`config.mk`:
```
export PLATFORM = sky130hd
export DESIGN_NAME = ucsbece154b_fetch_unit
export DESIGN_NICKNAME = d
export VERILOG_FILES = /design/src/rtl/ucsbece154b_fetch_unit.sv
export SDC_FILE = /design/constraint.sdc
export NUM_CORES = 1
export LEC_CHECK = 0
export CORE_MARGIN = 2
export CORE_UTILIZATION = 49
export CTS_CLUSTER_DIAMETER = 80
export DETAILED_ROUTE_END_ITERATION = 10
export HOLD_SLACK_MARGIN = 0.05
export PLACE_DENSITY = 0.76
export SLEW_MARGIN = 10
export SYNTH_ARGS = -nofsm -noshare
export SYNTH_HDL_FRONTEND = slang
export SYNTH_SLANG_ARGS = --single-unit
```
`constraint.sdc`:
```
create_clock -name clk -period 6.36 [get_ports clk]
set_input_delay 0.954 -clock clk [delete_from_list [all_inputs] [get_ports clk]]
set_output_delay 0.954 -clock clk [all_outputs]
set_load 0.01 [all_outputs]
```
`src/rtl/ucsbece154b_fetch_unit.sv`:
```
// Instruction-fetch stage and IF/ID register.
// Issues PC-ordered requests to a variable-latency instruction memory, tags each
// request with the current epoch, buffers fresh responses in a small fetch queue
// and feeds decode through the IF/ID register under StallD/FlushD/PCSrcE control.
//
// Handshake semantics: a request transfers on every rising edge where
// ImemReqValid_o and ImemReqReady_i are both high; ImemReqAddr_o is meaningful
// only while ImemReqValid_o is high. The memory returns exactly one
// ImemRespValid_i beat per transferred request, in request order, with no
// backpressure from this block.
module ucsbece154b_fetch_unit #(
  parameter logic [31:0] RESET_PC  = 32'h0000_0000,
  parameter int unsigned FQ_DEPTH  = 2,   // power of two, at least 2
  parameter logic [31:0] NOP_INSTR = 32'h0000_0013
) (
  input  logic        clk,
  input  logic        reset,
  input  logic        StallF_i,
  input  logic        StallD_i,
  input  logic        FlushD_i,
  input  logic        PCSrcE_i,
  input  logic [31:0] PCTargetE_i,
  output logic        ImemReqValid_o,
  input  logic        ImemReqReady_i,
  output logic [31:0] ImemReqAddr_o,
  input  logic        ImemRespValid_i,
  input  logic [31:0] ImemRespData_i,
  output logic [31:0] InstrD_o,
  output logic [31:0] PCD_o,
  output logic [31:0] PCPlus4D_o,
  output logic        ValidD_o,
  output logic        FetchEmpty_o
);

  localparam int PW = $clog2(FQ_DEPTH);
  localparam int CW = PW + 1;
  localparam logic [PW-1:0] PTR_ONE = 1;
  localparam logic [CW-1:0] CNT_ONE = 1;
  localparam logic [CW-1:0] DEPTH_N = FQ_DEPTH[CW-1:0];
  localparam logic [CW:0]   DEPTH_W = FQ_DEPTH[CW:0];

  // Fetch-side state
  logic [31:0]   pcF;
  logic          epoch;
  logic [CW-1:0] outstanding;

  // Tag FIFO: PC and epoch of every request still awaiting its response
  logic [31:0]   tagPc    [FQ_DEPTH];
  logic          tagEpoch [FQ_DEPTH];
  logic [PW-1:0] tagWr;
  logic [PW-1:0] tagRd;

  // Fetch queue: returned words waiting for the IF/ID register
  logic [31:0]   fqData [FQ_DEPTH];
  logic [31:0]   fqPc   [FQ_DEPTH];
  logic [PW-1:0] fqWr;
  logic [PW-1:0] fqRd;
  logic [CW-1:0] fqCount;

  logic [CW:0] slotsInUse;
  logic        reqAccept;
  logic        respTake;
  logic        respFresh;
  logic        fqEmpty;
  logic        fqFull;
  logic        bubbleD;
  logic        fqPop;

  // Every buffered or in-flight word holds a slot, so a fresh response always fits.
  assign slotsInUse     = {1'b0, outstanding} + {1'b0, fqCount};
  assign ImemReqValid_o = reset & ~StallF_i & ~PCSrcE_i & (slotsInUse < DEPTH_W);
  assign ImemReqAddr_o  = pcF;
  assign reqAccept      = ImemReqValid_o & ImemReqReady_i;

  // A response with nothing outstanding (e.g. issued before a reset) is ignored.
  assign respTake  = ImemRespValid_i & (outstanding != '0);
  assign respFresh = respTake & (tagEpoch[tagRd] == epoch) & ~PCSrcE_i;

  assign fqEmpty      = (fqCount == '0);
  assign fqFull       = (fqCount == DEPTH_N);
  assign FetchEmpty_o = fqEmpty;

  assign bubbleD = FlushD_i | PCSrcE_i;
  assign fqPop   = ~bubbleD & ~StallD_i & ~fqEmpty;

  // PC, epoch, outstanding count and tag FIFO pointers
  always_ff @(posedge clk or negedge reset) begin
    if (!reset) begin
      pcF         <= RESET_PC;
      epoch       <= 1'b0;
      outstanding <= '0;
      tagWr       <= '0;
      tagRd       <= '0;
    end else begin
      if (PCSrcE_i) begin
        pcF   <= PCTargetE_i;
        epoch <= ~epoch;
      end else if (reqAccept) begin
        pcF <= pcF + 32'd4;
      end
      if (reqAccept) tagWr <= tagWr + PTR_ONE;
      if (respTake)  tagRd <= tagRd + PTR_ONE;
      case ({reqAccept, respTake})
        2'b10:   outstanding <= outstanding + CNT_ONE;
        2'b01:   outstanding <= outstanding - CNT_ONE;
        default: outstanding <= outstanding;
      endcase
    end
  end

  // Tag FIFO storage: remember PC and epoch of each accepted request
  always_ff @(posedge clk) begin
    if (reqAccept) begin
      tagPc[tagWr]    <= pcF;
      tagEpoch[tagWr] <= epoch;
    end
  end

  // Fetch queue pointers and occupancy; a redirect discards all buffered words
  always_ff @(posedge clk or negedge reset) begin
    if (!reset) begin
      fqWr    <= '0;
      fqRd    <= '0;
      fqCount <= '0;
    end else if (PCSrcE_i) begin
      fqWr    <= '0;
      fqRd    <= '0;
      fqCount <= '0;
    end else begin
      if (respFresh) fqWr <= fqWr + PTR_ONE;
      if (fqPop)     fqRd <= fqRd + PTR_ONE;
      case ({respFresh, fqPop})
        2'b10:   fqCount <= fqCount + CNT_ONE;
        2'b01:   fqCount <= fqCount - CNT_ONE;
        default: fqCount <= fqCount;
      endcase
    end
  end

  // Fetch queue storage: fresh words paired with the PC they were fetched from
  always_ff @(posedge clk) begin
    if (respFresh) begin
      fqData[fqWr] <= ImemRespData_i;
      fqPc[fqWr]   <= tagPc[tagRd];
    end
  end

  // A fresh word must find a free slot, or one freed by a same-cycle pop
  always_ff @(posedge clk) begin
    if (reset && respFresh && !fqPop) assert (!fqFull);
  end

  // IF/ID register: flush/redirect beats stall, stall beats pop, empty queue gives a bubble
  always_ff @(posedge clk or negedge reset) begin
    if (!reset) begin
      InstrD_o   <= NOP_INSTR;
      PCD_o      <= '0;
      PCPlus4D_o <= '0;
      ValidD_o   <= 1'b0;
    end else if (bubbleD) begin
      InstrD_o   <= NOP_INSTR;
      PCD_o      <= '0;
      PCPlus4D_o <= '0;
      ValidD_o   <= 1'b0;
    end else if (StallD_i) begin
      InstrD_o   <= InstrD_o;
      PCD_o      <= PCD_o;
      PCPlus4D_o <= PCPlus4D_o;
      ValidD_o   <= ValidD_o;
    end else if (!fqEmpty) begin
      InstrD_o   <= fqData[fqRd];
      PCD_o      <= fqPc[fqRd];
      PCPlus4D_o <= fqPc[fqRd] + 32'd4;
      ValidD_o   <= 1'b1;
    end else begin
      InstrD_o   <= NOP_INSTR;
      PCD_o      <= '0;
      PCPlus4D_o <= '0;
      ValidD_o   <= 1'b0;
    end
  end

endmodule

```
==> summary.txt <==
Placed design
  • Total placed cells including tap cells: between 1000 and 1500
  • RD Place Congestion: about 0.85
  • Detailed Place HPWL: approximately 19 mm
  • Setup Slack @ Placement: approximately 2.4 ns
  • Area after detailed placement: approximately 0.016 mm2
  • IO buf count: 202

Route
  • Routed WL per cell: 19.09 um
  • Final ANT Viol Nets: 0
  • Drt pass-1 iters: 5
  • Total Wirelength: ~30 mm
  • DR DRC count: 0
  • Via/cell ratio: ~5.7
  • Routed vias: approximately 8800
  • Initial DRC count: a little over 700

STA
  • Worst-margin pin slew: approximately 1.0 ns
  • Max Freq: 0.2693 GHz
  • Final period util: around 60%
  • Worst setup skew after layout: ~0.024 ns
  • Number of max-slew violations in the final report: 0
  • Post-route worst setup slack: roughly 2.6 ns
  • Max transition margin: 30.92%
  • Aggregate negative setup slack: 0 ns
  • Finish-stage setup viols: 0
  • Setup repair after global routing missed its margin: no
  • Number of endpoints with negative hold slack in the final report: 0
  • Post-route worst hold slack: 0.4724 ns
  • Shortest period the worst path allows: between 3 and 4 ns

Synthesis
  • Most common library cells after synthesis: edfxtp_1 (194), nand2_1 (137), dfrtp_1 (133)
  • Cell type contributing the most total cell area after synthesis: edfxtp_1
  • Mapped Area: 0.01337 mm2
  • Mapped Nets: about 1100
  • Count of mapped cells out of synthesis: 986
  • Proportion of synthesized chip area in sequential cells: 69.07%
  • Most frequent cell after synthesis: edfxtp_1
  • Number of enable-type register cells in the synthesized netlist: 194
  • Synth Area per Inst: around 14 um2
  • Fraction of synthesized cell area taken by the top area cell type: 43.58%
  • Number of register bits inferred by synthesis: 330
  • Primary FF master, synth: edfxtp_1
  • Largest cells by area after synthesis: edfxtp_1 (44%), dfrtp_1 (25%), mux2i_1 (4.8%)
  • Warning count from the yosys run: 0
  • Yosys cell types: between 50 and 60
  • Async SR Flop Fraction: roughly two fifths

CTS
  • Buffer type at the clock tree root: clkbuf_16
  • Number of levels in the clock H-tree: 2
  • Clock-pin slew reported for the worst setup and hold paths after clock tree synthesis: 0.06 ns
  • Clock latency on the worst-skew pair: roughly 0.5 ns
  • Post-CTS setup-driven buffer insertion count: 0
  • CTS tree: built
  • Post-CTS Resized: 0
  • CTS Sinks: 330
  • Deepest clock path buffer count: 3
  • Total clock buffers created by CTS: 35
  • Count of hold-fix buffers inserted at cts: 0

Power
  • Power per standard cell area: between 300 and 400 mW/mm2
  • Internal Pwr Total: roughly 4 mW
  • Post-layout power: between 5 and 6 mW
  • Proportion of power drawn by combinational gates: ~14%
  • Switching power share of the total: about a quarter
  • Portion of total power attributed to sequential cells: around half
  • Static Leak: about 6.1 nW
  • Switching power total: between 1 and 1.5 mW
  • Worst vdd ir: 0.0001569 V
  • Proportion of power drawn by the clock network: a little over a third

Global route
  • Total track usage: about a fifth
  • Maximum number of pins on one net before global-route repair: 93
  • Vias in the first global route: between 8000 and 9000
  • First-pass GRT wire length: about 47 mm
  • Remaining global-route overflow: 0
  • Antenna violations before repair: 0

Critical path
  • Crit Path Max Fanout: 33
  • Slowest cell on crit path: and3_1
  • Data required time at the worst endpoint: roughly 6.5 ns
  • Critical path class: flip-flop to flip-flop
  • Number of buffers and inverters on the critical path: 2
  • Arrival @ worst endpoint: slightly below 4 ns
  • Largest stage delay, worst path: 0.74 ns
  • Ordered list of cells on the worst path: and2_1, fa_1, nor4_1, and3_1, inv_1, nor2_2, buf_4
  • Kind of cell adding the most delay to the critical path: simple AND/OR/NAND/NOR gates
  • Critical path capture point type: flip-flop
  • Startpoint type of the worst setup path: flip-flop

Floorplan
  • Core Rows: 60
  • Placeable core region: 0.02688 mm2
  • I/O pins: just over 200
  • Horizontal die dimension: between 150 and 200 um
  • Vertical die dimension: about 170 um
  • Initial Util: between 40% and 50%
  • Floorplan die area: 0.02862 mm2

Layout
  • Post-route core utilization: a little over three fifths
  • Number of filler instances in the final layout: approximately 2100
  • Number of diodes added for antenna fixing: 0
  • Number of standard cells in the layout, taps in and fillers out: between 1500 and 2000
  • Summed area of non-filler cells in the final layout: about 0.017 mm2
  • Number of nets in the layout: between 1000 and 1500
  • Area growth from synthesis to final layout: 25.74%
  • Proportion of layout cells with a drive suffix above 1: 9.835%

Outcome
  • Outcome: finished, final reports clean

Min path
  • Hold crit path type: flip-flop to flip-flop

Job
  • Number of max-capacitance violations reported: 0
==> worst paths after layout <==
check / startpoint / end / slack [ns] / cells past startpoint
max: outstanding[0] / tagEpoch[0] / 2.65 / 7
min: InstrD_o[24] / InstrD_o[24] / 0.47 / 2
max reg2reg: outstanding[0] / tagEpoch[0] / 2.65 / 7
min reg2reg: InstrD_o[24] / InstrD_o[24] / 0.47 / 2
max in group asynchronous: reset / PCD_o[26] / 4.55 / 2
min in group asynchronous: reset / ImemReqAddr_o[28] / 0.51 / 1
==> power by group through the flow <==
| stage | Clock (mW) | Combinational, mW | Sequential (mW) |
|---|---|---|---|
| floorplan | 0 | 0.442 | 2.67 |
| global placement | 0 | 0.741 | 2.67 |
| detailed placement | 0 | 0.754 | 2.68 |
| CTS | 1.97 | 0.762 | 2.64 |
| global route | 2.05 | 0.825 | 2.67 |
| finish | 1.94 | 0.757 | 2.64 |
==> flip-flops by register name, summed over array words and instances, names as in the netlist, 30 cells and up <==
signal,flops
ImemReqAddr_o,32
PCD_o,32
fqPc,64
PCPlus4D_o,30
InstrD_o,32
fqData,64
tagPc,64
==> metal layers <==
metal  routed length [um]  share of wire, %  vias up  track usage (%)
li1                     -                 -     4079                -
met1                13400                45     4348            30.65
met2                13920                47      372            32.76
met3                 1820               6.1       35            3.475
met4                  465               1.6        0            5.203
met5                    0                 0        -                0
==> kinds of logic (layout without fill, tap and decap cells) <==
logic type / after synthesis / in the layout / synth area share [%]
xor gates and xnor gates: 24 / 24 / 1.572
adders and majority gates: 4 / 4 / 0.4306
and+or+nand+nor: 279 / 279 / 10.23
DFF: 330 / 330 / 69.07
buffers and inverters: 63 / 287 / 1.947
muxes: 101 / 101 / 7.909
AOI/OAI and AO/OA: 185 / 185 / 8.845
==> worst min-delay path: cells and delay by family (launching register included) <==
family           cells  cell delay (ns)
AO/OA/AOI/OAI        1             0.06
flip-flops           1             0.34
AND/OR/NAND/NOR      1             0.04
==> layout by cell type (no fill, tap or decap), types with 5 or more instances in the layout <==
cell type / count
clkdlybuf4s50_1: 200
edfxtp_1: 194
nand2_1: 137
dfrtp_1: 132
o21ai_0: 89
mux2i_1: 64
mux2_2: 37
clkbuf_16: 37
nand3_1: 33
nor2_1: 26
nand4_1: 21
xnor2_1: 14
inv_1: 12
o211ai_1: 12
clkbuf_1: 11
a21oi_1: 10
xor2_1: 10
buf_4: 10
o311ai_0: 9
and2_1: 9
o31ai_1: 9
nor3_1: 8
or4_1: 7
and3_1: 7
a22oi_1: 7
a32o_1: 7
nand4b_1: 6
nand3b_1: 6
o21ai_1: 6
o21a_1: 5
a31o_2: 5
a31oi_1: 5
==> final cells by class <==
| type | instances | area [um2] | share of cell area (%) |
|---|---|---|---|
| flip-flops and latches | 330 | 9236 | 54.95 |
| clock buffers | 52 | 1022 | 6.082 |
| clock inverters | 11 | 81.33 | 0.4838 |
| multi-input cells | 593 | 3904 | 23.22 |
| well taps | 341 | 426.7 | 2.538 |
| inverters | 12 | 45.04 | 0.2680 |
| repair buffers | 212 | 2093 | 12.45 |
No activity file was read; power rests on OpenSTA's default activity.
